==> config.mk <==
export PLATFORM = sky130hd
export DESIGN_NAME = alu_share_ctrl
export DESIGN_NICKNAME = d
export VERILOG_FILES = /design/src/rtl/alu_share_ctrl_pkg.sv /design/src/rtl/alu_share_ctrl_rr_arbiter.sv /design/src/rtl/alu_share_ctrl.sv
export SDC_FILE = /design/constraint.sdc
export NUM_CORES = 1
export LEC_CHECK = 0
export BUFFER_PORTS_ARGS = -buffer_cell sky130_fd_sc_hd__clkbuf_2
export CAP_MARGIN = 20
export CORE_ASPECT_RATIO = 1.75
export CORE_MARGIN = 1.5
export CORE_UTILIZATION = 30
export CTS_CLUSTER_SIZE = 40
export DETAILED_ROUTE_END_ITERATION = 7
export MAX_ROUTING_LAYER = met4
export PLACE_DENSITY = 0.66
export SYNTH_ARGS = -nofsm -noshare
export SYNTH_HDL_FRONTEND = slang
export SYNTH_HIERARCHICAL = 1
export SYNTH_SLANG_ARGS = --single-unit
==> constraint.sdc <==
create_clock -name clock -period 2 [get_ports clock]
set_input_delay 0.1 -clock clock [delete_from_list [all_inputs] [get_ports clock]]
set_output_delay 0.1 -clock clock [all_outputs]
set_load 0.1 [all_outputs]
==> src/rtl/alu_share_ctrl_pkg.sv <==
// rtl/alu_share_ctrl_pkg.sv - shared opcodes, FSM states and flag indices for alu_share_ctrl
// Purpose: common definitions for the shared-ALU controller and its arbiter.
// Contents: ALU opcode constants, highest legal opcode, FSM state encoding,
//           bit positions inside rsp_flags.
package alu_share_ctrl_pkg;

  localparam logic [4:0] OP_ADD = 5'd0;
  localparam logic [4:0] OP_SUB = 5'd1;
  localparam logic [4:0] OP_AND = 5'd2;
  localparam logic [4:0] OP_OR  = 5'd3;
  localparam logic [4:0] OP_SLL = 5'd4;
  localparam logic [4:0] OP_SRA = 5'd5;
  localparam logic [4:0] OP_MAX = OP_SRA;

  typedef enum logic [1:0] {
    ST_IDLE = 2'd0,
    ST_EXEC = 2'd1,
    ST_RESP = 2'd2
  } state_t;

  // rsp_flags = {err, ovf, lt, ne}
  localparam int FLAG_NE  = 0;
  localparam int FLAG_LT  = 1;
  localparam int FLAG_OVF = 2;
  localparam int FLAG_ERR = 3;

endpackage

==> src/rtl/alu_share_ctrl_rr_arbiter.sv <==
// rtl/alu_share_ctrl_rr_arbiter.sv - combinational round-robin arbiter
// Purpose: pick the first asserted request at or after the pointer, wrapping.
// Ports:
//   i_req   in  NUM_REQ  request vector
//   i_ptr   in  PW       highest-priority requester index
//   o_grant out NUM_REQ  one-hot grant (zero when no request)
//   o_idx   out PW       index of the granted requester
//   o_any   out 1        at least one request present
module alu_share_ctrl_rr_arbiter #(
  parameter int NUM_REQ = 2,
  parameter int PW      = 1
) (
  input  logic [NUM_REQ-1:0] i_req,
  input  logic [PW-1:0]      i_ptr,
  output logic [NUM_REQ-1:0] o_grant,
  output logic [PW-1:0]      o_idx,
  output logic               o_any
);

  // One extra bit so ptr+offset cannot wrap before the modulo fold.
  localparam int SW = PW + 1;

  logic [SW-1:0] w_pos;

  always_comb begin
    o_grant = '0;
    o_idx   = '0;
    o_any   = 1'b0;
    w_pos   = '0;
    for (int off = 0; off < NUM_REQ; off++) begin
      w_pos = {1'b0, i_ptr} + SW'(off);
      if (w_pos >= SW'(NUM_REQ)) begin
        w_pos = w_pos - SW'(NUM_REQ);
      end
      if (!o_any && i_req[w_pos[PW-1:0]]) begin
        o_any                 = 1'b1;
        o_idx                 = w_pos[PW-1:0];
        o_grant[w_pos[PW-1:0]] = 1'b1;
      end
    end
  end

endmodule

==> src/rtl/alu_share_ctrl.sv <==
// rtl/alu_share_ctrl.sv - round-robin sharing of one combinational ALU among requesters
// Purpose: arbitrate NUM_REQ requesters onto a single ALU, hold operands for
//          EXEC_CYCLES, capture result/flags and return them on a response channel.
// Ports:
//   clock, reset (async, active-low)
//   req_valid/req_ready            per-requester request handshake (ready one-hot)
//   req_opcode/req_shamt/req_a/req_b  packed per-requester payload, slice i = requester i
//   alu_opA/opB/opcode/shamt       registered ALU inputs
//   alu_result/ne/lt/ovf           ALU outputs
//   rsp_valid/rsp_ready            per-requester response handshake (valid one-hot)
//   rsp_result/rsp_flags           captured result, flags {err, ovf, lt, ne}
//   busy                           high in EXEC or RESP
module alu_share_ctrl
  import alu_share_ctrl_pkg::*;
#(
  parameter int NUM_REQ     = 2,
  parameter int EXEC_CYCLES = 1
) (
  input  logic                    clock,
  input  logic                    reset,
  input  logic [NUM_REQ-1:0]      req_valid,
  output logic [NUM_REQ-1:0]      req_ready,
  input  logic [5*NUM_REQ-1:0]    req_opcode,
  input  logic [5*NUM_REQ-1:0]    req_shamt,
  input  logic [32*NUM_REQ-1:0]   req_a,
  input  logic [32*NUM_REQ-1:0]   req_b,
  output logic [31:0]             alu_opA,
  output logic [31:0]             alu_opB,
  output logic [4:0]              alu_opcode,
  output logic [4:0]              alu_shamt,
  input  logic [31:0]             alu_result,
  input  logic                    alu_ne,
  input  logic                    alu_lt,
  input  logic                    alu_ovf,
  output logic [NUM_REQ-1:0]      rsp_valid,
  input  logic [NUM_REQ-1:0]      rsp_ready,
  output logic [31:0]             rsp_result,
  output logic [3:0]              rsp_flags,
  output logic                    busy
);

  localparam int         PW       = $clog2(NUM_REQ);
  localparam logic [3:0] CNT_INIT = 4'(EXEC_CYCLES - 1);

  state_t             r_state;
  state_t             w_next;
  logic [PW-1:0]      r_ptr;
  logic [PW-1:0]      r_owner;
  logic [3:0]         r_cnt;
  logic [31:0]        r_opa;
  logic [31:0]        r_opb;
  logic [4:0]         r_opcode;
  logic [4:0]         r_shamt;
  logic [31:0]        r_result;
  logic [3:0]         r_flags;

  logic [NUM_REQ-1:0] w_grant;
  logic [PW-1:0]      w_gidx;
  logic               w_any;
  logic [4:0]         w_sel_op;
  logic [4:0]         w_sel_shamt;
  logic [31:0]        w_sel_a;
  logic [31:0]        w_sel_b;
  logic               w_hs;
  logic               w_legal;
  logic               w_accept;
  logic               w_cnt_done;
  logic [PW-1:0]      w_ptr_next;
  logic [3:0]         w_cap_flags;
  logic [3:0]         w_err_flags;

  alu_share_ctrl_rr_arbiter #(
    .NUM_REQ (NUM_REQ),
    .PW      (PW)
  ) u_arb (
    .i_req   (req_valid),
    .i_ptr   (r_ptr),
    .o_grant (w_grant),
    .o_idx   (w_gidx),
    .o_any   (w_any)
  );

  assign w_sel_op    = req_opcode[5*w_gidx +: 5];
  assign w_sel_shamt = req_shamt[5*w_gidx +: 5];
  assign w_sel_a     = req_a[32*w_gidx +: 32];
  assign w_sel_b     = req_b[32*w_gidx +: 32];

  assign w_hs       = (r_state == ST_IDLE) && w_any;
  assign w_legal    = (w_sel_op <= OP_MAX);
  assign w_accept   = (r_state == ST_RESP) && rsp_ready[r_owner];
  assign w_cnt_done = (r_cnt == 4'd0);
  assign w_ptr_next = (r_owner == PW'(NUM_REQ - 1)) ? '0 : r_owner + 1'b1;

  always_comb begin
    w_cap_flags           = '0;
    w_cap_flags[FLAG_NE]  = alu_ne;
    w_cap_flags[FLAG_LT]  = alu_lt;
    w_cap_flags[FLAG_OVF] = alu_ovf;
    w_err_flags           = '0;
    w_err_flags[FLAG_ERR] = 1'b1;
  end

  always_ff @(posedge clock or negedge reset) begin
    if (!reset) begin
      r_state <= ST_IDLE;
    end else begin
      r_state <= w_next;
    end
  end

  always_comb begin
    w_next    = r_state;
    req_ready = '0;
    rsp_valid = '0;
    busy      = 1'b0;
    case (r_state)
      ST_IDLE: begin
        req_ready = w_grant;
        if (w_hs) begin
          // Illegal opcodes skip the ALU entirely and answer with err set.
          w_next = w_legal ? ST_EXEC : ST_RESP;
        end
      end
      ST_EXEC: begin
        busy = 1'b1;
        if (w_cnt_done) begin
          w_next = ST_RESP;
        end
      end
      ST_RESP: begin
        busy               = 1'b1;
        rsp_valid[r_owner] = 1'b1;
        if (w_accept) begin
          w_next = ST_IDLE;
        end
      end
      default: w_next = ST_IDLE;
    endcase
  end

  always_ff @(posedge clock or negedge reset) begin
    if (!reset) begin
      r_ptr    <= '0;
      r_owner  <= '0;
      r_cnt    <= '0;
      r_opa    <= '0;
      r_opb    <= '0;
      r_opcode <= '0;
      r_shamt  <= '0;
      r_result <= '0;
      r_flags  <= '0;
    end else begin
      case (r_state)
        ST_IDLE: begin
          if (w_hs) begin
            r_owner <= w_gidx;
            if (w_legal) begin
              r_opa    <= w_sel_a;
              r_opb    <= w_sel_b;
              r_opcode <= w_sel_op;
              r_shamt  <= w_sel_shamt;
              r_cnt    <= CNT_INIT;
            end else begin
              r_result <= '0;
              r_flags  <= w_err_flags;
            end
          end
        end
        ST_EXEC: begin
          if (w_cnt_done) begin
            r_result <= alu_result;
            r_flags  <= w_cap_flags;
          end else begin
            r_cnt <= r_cnt - 4'd1;
          end
        end
        ST_RESP: begin
          if (w_accept) begin
            r_ptr <= w_ptr_next;
          end
        end
        default: ;
      endcase
    end
  end

  assign alu_opA    = r_opa;
  assign alu_opB    = r_opb;
  assign alu_opcode = r_opcode;
  assign alu_shamt  = r_shamt;
  assign rsp_result = r_result;
  assign rsp_flags  = r_flags;

endmodule

Word-level counts from Yosys, hierarchy flattened:

Index checks and enable logic that the tools add are counted.

* memories kept: 0
* memory bits (writable): 0
* register bits: 118
* input port bits: 189
* ROM bits: 0
* output and inout port bits: 115
* word-level logic and storage cells: 96
* latch bits: 0

* equal/unequal tests: 8
* div/mod/pow operators: 0
* $add $sub $neg: 5
* $mul: 1
* shift operators: 4
* muxes and demuxes: 41
* order comparisons: 9
* reductions and logical operators: 17
* bitwise gates (word level): 1

Operators with widths (number)
* 64-bit by 7-bit variable part select with 32-bit output: 2
* 32-bit 2-to-1 mux: 3
* 32-bit case mux with 2 select lines: 1
* 4-bit 2-to-1 mux: 6
* 10-bit by 5-bit variable part select with 5-bit output: 2
* 1-bit 2-to-1 mux: 17
* 2-bit 2-to-1 mux: 8
* 4-bit case mux with 2 select lines: 2
* 2-bit != test (second input constant): 6
* 4-bit AND reduction: 2
* 1-bit logical AND: 6
* 1-bit by 2-bit less-than comparator with 1-bit output (second input constant): 3
* 2-bit case mux with 3 select lines: 1
* 3-bit AND reduction: 2
* 5-bit by 3-bit less-or-equal comparator with 1-bit output (second input constant): 1
* 4-bit zero test: 1
* 3-bit by 1-bit multiplier with 4-bit output (first input constant): 1
* 2-bit AND reduction: 2
* 4-bit by 1-bit subtractor with 4-bit output (second input constant): 1
* 1-bit demux with 1-bit select: 3
* 1-bit greater-or-equal comparator (second input constant): 3
* 1-bit by 1-bit adder with 2-bit output (second input constant): 1
* 2-bit by 1-bit equality test with 1-bit output (second input constant): 1
* 2-bit equality test (second input constant): 1
* other kinds (9): 10

Logic depth before layout (Yosys ltp):

Gate-level depths: netlist of run 1.

* depth after elaboration: 14
* mapped depth: 8
* gate-level depth less buffers: 6

Modules after synthesis:

The synthesis of run 1 kept the hierarchy.

Modules (own cells, without submodules)
* alu_share_ctrl: times used 1, area an instance 5736.8 um^2, cells each 384, seq. area each 2952.8 um^2
* alu_share_ctrl_rr_arbiter: times used 1, area an instance 32.5 um^2, cells each 5, seq. area each 0.0 um^2

Least setup slack after synthesis of run 1:

OpenSTA, ideal clock, no wires.

* path type: reg2reg
* start point: register r_ptr
* end point: register r_opa[23], in the netlist alu_opA[23]
* data arrival time: 2105 ps
* setup slack: -233 ps
* required time: 1872 ps
* clock period less this slack: 2233 ps
* setup time: 128 ps
* cell stages (with the launch flop): 7
* path buffers: 2
* cell sequence: dfrtp_1 > inv_1 > a21boi_0 > buf_2 > buf_1 > mux2_2 > mux2_1

* cells in the longest elaborated chain, start to end: 12
* elaborated cells between the ends (all ways): 23
* classes of those cells: add/sub (3); mul (1); order compare (3); shift (2); mux (10); reduce/logical (4)

RTL lines
* from (decl): line alu_share_ctrl.sv:47 `logic [PW-1:0] r_ptr;`
* from (signal assigned): line alu_share_ctrl.sv:179 `r_ptr <= w_ptr_next;`
* 1-bit by 2-bit greater-or-equal comparator with 1-bit output / 1-bit subtractor (equally long branches): line alu_share_ctrl_rr_arbiter.sv:32, alu_share_ctrl_rr_arbiter.sv:33
* 1-bit 2-to-1 mux: line alu_share_ctrl_rr_arbiter.sv:32 `if (w_pos >= SW'(NUM_REQ)) begin`
* 1-bit 2-to-1 mux (not written as such) (2 in a row): line alu_share_ctrl_rr_arbiter.sv:35 `if (!o_any && i_req[w_pos[PW-1:0]]) begin`
* 1-bit 2-to-1 mux: line alu_share_ctrl_rr_arbiter.sv:35
* 1-bit zero test: line alu_share_ctrl_rr_arbiter.sv:35
* 1-bit logical AND: line alu_share_ctrl_rr_arbiter.sv:35
* 1-bit 2-to-1 mux *: line alu_share_ctrl_rr_arbiter.sv:35
* net w_gidx: line alu_share_ctrl.sv:58 `logic [PW-1:0] w_gidx;`
* 3-bit by 1-bit multiplier with 4-bit output: line alu_share_ctrl.sv:83 `assign w_sel_op = req_opcode[5*w_gidx +: 5];`
* 10-bit by 5-bit variable part select with 5-bit output: line alu_share_ctrl.sv:83
* 5-bit by 3-bit less-or-equal comparator with 1-bit output: line alu_share_ctrl.sv:89 `assign w_legal = (w_sel_op <= OP_MAX);`
* 3-bit AND reduction (no line)
* to (signal assigned): line alu_share_ctrl.sv:158 `r_opa <= w_sel_a;`
* to (decl): line alu_share_ctrl.sv:50 `logic [31:0] r_opa;`

Mark *: on every way through the listed nets, which the timed path passes. The rest lies on a longest branch. The select of a mux whose other input is x is not followed.
A chain may end at the register's enable or synchronous reset.

Final worst setup path of run 1:

* start point: register r_ptr
* end point: register r_opa[0], in the netlist alu_opA[0]

Same word-level chain as after synthesis.

==> impl_metrics.py, run 1 <==
metrics = {
    "critical_path": {
        "required_ns": 2.28,
        "slowest_delay_ns": 0.38,
        "worstPathCellList": "inv_1, a21boi_4, buf_12, buf_4, mux2_2, mux2_4",
        "reg2reg_from": "r_ptr",
        "reg2reg_to": "alu_opA[0]",
        "cp_slowest_cell": "dfrtp_1",
        "critPathLaunchType": "flip-flop",
        "r2r_cells": 6,
        "path_buf_inv": 3,
        "crit_type": "reg -> reg",
        "crit_path_max_fanout": 17,
        "crit_family": "multiplexers",
        "r2r_slack_ns": 0.12,
        "cp-end-kind": "flip-flop",
        "cp.arrival_ns": 2.16,
    },
    "logic_synthesis": {
        "synth_seq_cells": 118,
        "synth_cells": 389,
        "synth-seq-area-share": 0.512,
        "ys_types": 39,
        "ys_warn_count": 6,
        "syn-num-nets": 583,
        "syn_area_per_cell_um2": 14.8,
        "syn_area_um2": 5770,
    },
    "outcome": {
        "outcome": "finished, final reports clean",
    },
    "timing": {
        "finalCriticalPeriod_ns": 1.88,
        "final_hold_viol_count": 0,
        "fmax_mhz": 533,
        "fin_tns_setup_ns": 0,
        "relSlewSlack": 0.580,
        "skew_ns": 0.00864,
        "rsz0062_at_grt": "false",
        "finalMaxSlewViolations": 0,
        "finalCritPeriodShare": 0.938,
        "setup_violations": 0,
        "tightest_slew_ns": 0.630,
    },
    "routing": {
        "wl_per_cell_um": 15.2,
        "drt_iter0_markers": 128,
        "postRouteAntennaNets": 0,
        "firstDrtPassIters": 4,
        "viasPerCell": 4.56,
        "highest_layer": "met4",
        "wirelength_met1_um": 5330,
        "wl_met2_um": 8440,
        "vias": 4523,
        "route.met3.wl_um": 733,
        "drc_errors": 0,
        "drt_wl_total_um": 15000,
    },
    "final_layout": {
        "nets": 935,
        "layout_common_cells": "300 x clkbuf_2, 118 x dfrtp_1, 88 x mux2_2, 45 x mux2_4, 37 x dlygate4sd3_1",
        "syn2layout_area_growth_pct": 47.7,
        "layout-drive-gt1-share": 0.652,
        "final_common_cell": "clkbuf_2",
        "n_fill_cell": 1751,
        "diodes": 0,
    },
    "clock_network": {
        "clock-root-buffer": "clkbuf_16",
        "clk_latency_ns": 0.40,
        "worst_setup_hold_path_clk_slew_ns": 0.06,
        "cts_htree_levels": 4,
        "cts_tree": "done",
        "cts.sinks": 118,
        "cts_buffers": 17,
        "cts_max_path_buffers": 2,
    },
    "floorplan": {
        "die_w_um": 108,
        "core-area_um2": 18700,
        "boundaryPins": 304,
        "die_area_um2": 20100,
        "rows": 66,
        "initial_core_util": 0.308,
        "die_y_um": 186,
    },
    "grt": {
        "grt_pass1_wl_um": 23600,
        "grt_remaining_overflow": 0,
        "grt_antenna_before_repair": 0,
        "grtUsageTotal": 0.156,
        "grt_max_degree": 119,
        "grt_pass1_vias": 4804,
    },
    "worst_hold_path": {
        "hold_end": "alu_opA[29]",
        "min-delay-start": "req_a[29]",
        "min_path_cells": 3,
        "min_path_type": "in -> reg",
    },
    "placement": {
        "port_buffers": 303,
        "place.gp.congestion": 0.760,
        "dp_hpwl_um": 10900,
    },
    "flow_run": {
        "drv_cap": 0,
    },
}
[flip-flops by register name, summed over array words and instances (netlist names)]
register and count:
rsp_result 32, rsp_flags 4, r_cnt 4, alu_opB 32, r_owner 1, r_ptr 1
alu_opcode 5, r_state 2, alu_shamt 5, alu_opA 32
[layer usage]
metal / vias up / GRT usage
met3: 34 / 0.0318
met1: 2172 / 0.148
met4: 0 / 0.0744
met2: 194 / 0.291
li1: 2123 / -
met5: - / -
[Yosys cell counts]
library cell | count | share of area
a21oi_1 | 3 | 0.0026
a21boi_0 | 3 | 0.0039
a32o_1 | 1 | 0.0017
buf_8 | 1 | 0.0026
a211oi_1 | 1 | 0.0013
a211oi_2 | 1 | 0.0022
clkbuf_1 | 3 | 0.0020
a2111o_1 | 1 | 0.0020
nor2_1 | 4 | 0.0026
a31oi_1 | 1 | 0.0011
a211oi_4 | 1 | 0.0035
buf_1 | 1 | 0.00065
mux2_4 | 45 | 0.12
o21ai_2 | 1 | 0.0015
buf_4 | 1 | 0.0013
nand2_1 | 8 | 0.0052
buf_12 | 6 | 0.021
o21bai_1 | 1 | 0.0013
buf_2 | 13 | 0.011
o221ai_2 | 1 | 0.0026
nand3_1 | 1 | 0.00087
nand2b_1 | 3 | 0.0033
ha_1 | 5 | 0.011
and2_1 | 4 | 0.0043
a22o_1 | 35 | 0.053
inv_1 | 7 | 0.0046
nor2_4 | 1 | 0.0020
or2_1 | 1 | 0.0011
nand3b_1 | 1 | 0.0013
mux2_2 | 88 | 0.17
o211ai_1 | 1 | 0.0013
mux2i_4 | 1 | 0.0039
and3_1 | 1 | 0.0011
nor2b_1 | 4 | 0.0043
mux2_1 | 13 | 0.025
mux2i_1 | 5 | 0.0087
a221oi_1 | 1 | 0.0015
o21ai_0 | 2 | 0.0017
dfrtp_1 | 118 | 0.51
[stage by stage]
stage          instance area, um^2  utilization  instances  hold slack, ns  worst slack [ns]
5_1_grt                       8520        0.454        991          0.0380           0.00942
6_report                      8520        0.454        991          0.0401             0.124
2_1_floorplan                 5770            -        389          -0.196            0.0753
3_3_place_gp                  7600        0.405        923           0.246             0.148
4_1_cts                       8510        0.454        991          0.0205            0.0808
3_5_place_dp                  7600        0.405        923           0.246             0.115
[worst reg2reg max path, stage by stage, from the launching register on]
cell and delay, ns:
dfrtp_1 0.38, inv_1 0.09, a21boi_4 0.26, buf_12 0.21, buf_4 0.18, mux2_2 0.37
mux2_4 0.27
[worst max path at each step]
stage / startpoint / end / slack, ns / cells after the start
after floorplan: r_ptr / alu_opA[3] / 0.08 / 6
after global placement: r_ptr / alu_opA[0] / 0.15 / 6
after detailed placement: r_ptr / alu_opA[30] / 0.12 / 6
after CTS: r_state[1] / req_ready[1] / 0.08 / 5
after global routing: r_state[1] / req_ready[1] / 0.009 / 5
final: r_ptr / alu_opA[0] / 0.12 / 6
[final cells by class]
| cell class | instances | area, um^2 | share of cell area |
|---|---|---|---|
| Tap cell | 238 | 298 | 0.0350 |
| Inverter | 7 | 26.3 | 0.00308 |
| Clock buffer | 22 | 464 | 0.0545 |
| Clock inverter | 9 | 78.8 | 0.00925 |
| Timing Repair Buffer | 358 | 2110 | 0.248 |
| Sequential cell | 118 | 2950 | 0.347 |
| Multi-Input combinational cell | 239 | 2590 | 0.304 |
[kinds of logic after synthesis]
family / after synthesis / share of synthesized area
adders and majority gates: 5 / 0.0108
AOI/OAI and AO/OA: 54 / 0.0813
muxes: 152 / 0.327
and+or+nand+nor: 28 / 0.0260
buffers and inverters: 32 / 0.0432
DFF: 118 / 0.512
[what timing repair did]
action	4_1_cts	5_1_grt
gates resized for setup	0	3
buffers inserted	0	0
endpoints found under the setup margin	0	3
hold endpoints to repair	154	0
hold buffers	37	0
Power of run 1 is not shown: default switching activity piles up to over one toggle a cycle in this logic, so the estimate is an artifact.
==> run 2, diff against run 1 <==
--- a/config.mk
+++ b/config.mk
@@ -8,7 +8,7 @@
 export BUFFER_PORTS_ARGS = -buffer_cell sky130_fd_sc_hd__clkbuf_2
 export CAP_MARGIN = 20
 export CORE_ASPECT_RATIO = 1.75
-export CORE_MARGIN = 1.5
+export CORE_MARGIN = 10
 export CORE_UTILIZATION = 30
 export CTS_CLUSTER_SIZE = 40
 export DETAILED_ROUTE_END_ITERATION = 7
==> run 2 against run 1 <==
Via count decreased by 0.77%. Clock skew about the same. First-iteration DRC count rose by 13%. Final area grew 0.78%. Hold slack hardly changed. Utilization down 0.33 points. Clock-buffer cell count decreased by 3.
==> impl_metrics.py, run 2 (synthesized netlist as in run 1, its figures left out) <==
metrics = {
    "timing": {
        "setup_violations": 0,
        "finalCriticalPeriod_ns": 1.89,
        "finalCritPeriodShare": 0.947,
        "fmax_mhz": 528,
        "finalMaxSlewViolations": 0,
        "skew_ns": 0.00831,
        "fin_tns_setup_ns": 0,
        "final_hold_viol_count": 0,
        "relSlewSlack": 0.610,
        "rsz0062_at_grt": "false",
        "tightest_slew_ns": 0.587,
    },
    "critical_path": {
        "critPathLaunchType": "flip-flop",
        "slowest_delay_ns": 0.38,
        "crit_type": "reg -> reg",
        "required_ns": 2.28,
        "worstPathCellList": "inv_1, a21boi_4, mux2i_4, nor2_4, buf_12, mux2_2",
        "crit_path_max_fanout": 40,
        "crit_family": "multiplexers",
        "cp_slowest_cell": "dfrtp_1",
        "cp-end-kind": "flip-flop",
        "path_buf_inv": 2,
        "cp.arrival_ns": 2.18,
    },
    "clock_network": {
        "clock-root-buffer": "clkbuf_16",
        "clk_latency_ns": 0.40,
        "cts.sinks": 118,
        "cts_htree_levels": 4,
        "worst_setup_hold_path_clk_slew_ns": 0.06,
        "cts_buffers": 17,
        "cts_tree": "done",
        "cts_max_path_buffers": 2,
        "post-cts-setup-buffers": 0,
    },
    "grt": {
        "grt_pass1_wl_um": 27500,
        "grt_pass1_vias": 5096,
        "grt_antenna_before_repair": 1,
        "grt_max_degree": 59,
        "grtUsageTotal": 0.137,
        "grt_remaining_overflow": 0,
    },
    "final_layout": {
        "n_fill_cell": 1730,
        "syn2layout_area_growth_pct": 48.8,
        "nets": 932,
        "layout_common_cells": "300 x clkbuf_2, 118 x dfrtp_1, 88 x mux2_2, 45 x mux2_4, 37 x dlygate4sd3_1",
        "final_common_cell": "clkbuf_2",
        "layout-drive-gt1-share": 0.655,
    },
    "floorplan": {
        "rows": 67,
        "die_y_um": 203,
        "core-area_um2": 19000,
        "die_w_um": 125,
        "boundaryPins": 304,
        "die_area_um2": 25400,
        "initial_core_util": 0.303,
    },
    "flow_run": {
        "drv_cap": 0,
    },
    "routing": {
        "drt_iter0_markers": 144,
        "drt_wl_total_um": 17500,
        "postRouteAntennaNets": 0,
        "wl_per_cell_um": 17.6,
        "vias": 4488,
        "firstDrtPassIters": 4,
        "drc_errors": 0,
        "viasPerCell": 4.52,
    },
    "outcome": {
        "outcome": "finished, final reports clean",
    },
    "worst_hold_path": {
        "min_path_type": "in -> reg",
    },
    "placement": {
        "dp_hpwl_um": 13400,
        "place.gp.congestion": 0.772,
        "port_buffers": 303,
    },
}
[run 2: metal layers]
metal  vias up  global-route usage  part of all wire
met1      2144               0.143              0.39
met2       190               0.236              0.52
met4         0              0.0611             0.027
met3        37              0.0408             0.061
met5         -                   -                 0
li1       2117                   -                 -
[run 2: path summary, 6_finish.rpt]
path	startpoint	to	slack, ns	depth (start not counted)
max reg2reg	r_ptr	alu_opcode[0]	0.11	6
max	r_ptr	alu_opcode[0]	0.11	6
min reg2reg	alu_opA[30]	alu_opA[30]	0.48	1
max in group asynchronous	reset	alu_shamt[4]	1.05	3
min	req_a[55]	alu_opA[23]	0.04	3
min in group asynchronous	reset	rsp_result[15]	0.17	2
[run 2: area by class of cell]
class	count	area [um^2]	area share
inverters	7	26.3	0.00306
multi-input cells	239	2590	0.301
flip-flops and latches	118	2950	0.344
clock buffers	19	453	0.0528
repair buffers	355	2110	0.246
clock inverters	13	148	0.0172
well taps	241	302	0.0351
diodes	1	2.50	0.000291
[run 2: repair_timing]
action                                  4_1_cts  5_1_grt
resized for setup                             0        3
hold buffers                                 37        0
endpoints found under the setup margin        0        3
endpoints found under the hold margin        86        0
[run 2: stage by stage]
stage	util	setup WS, ns	cells	hold WS, ns	cell area (um^2)
floorplan	-	0.0753	389	-0.196	5770
global placement	0.400	0.160	923	0.0384	7610
detailed placement	0.400	0.112	923	0.0389	7610
CTS	0.451	0.0591	992	0.0172	8580
global route	0.451	0.0115	993	0.0304	8590
finish	0.451	0.106	993	0.0403	8590
[run 2: worst min-delay path, cell delays in order]
cell	delay, ns
clkbuf_2	0.07
mux2_2	0.12
mux2_1	0.11
Power of run 2 is left out for the same reason.
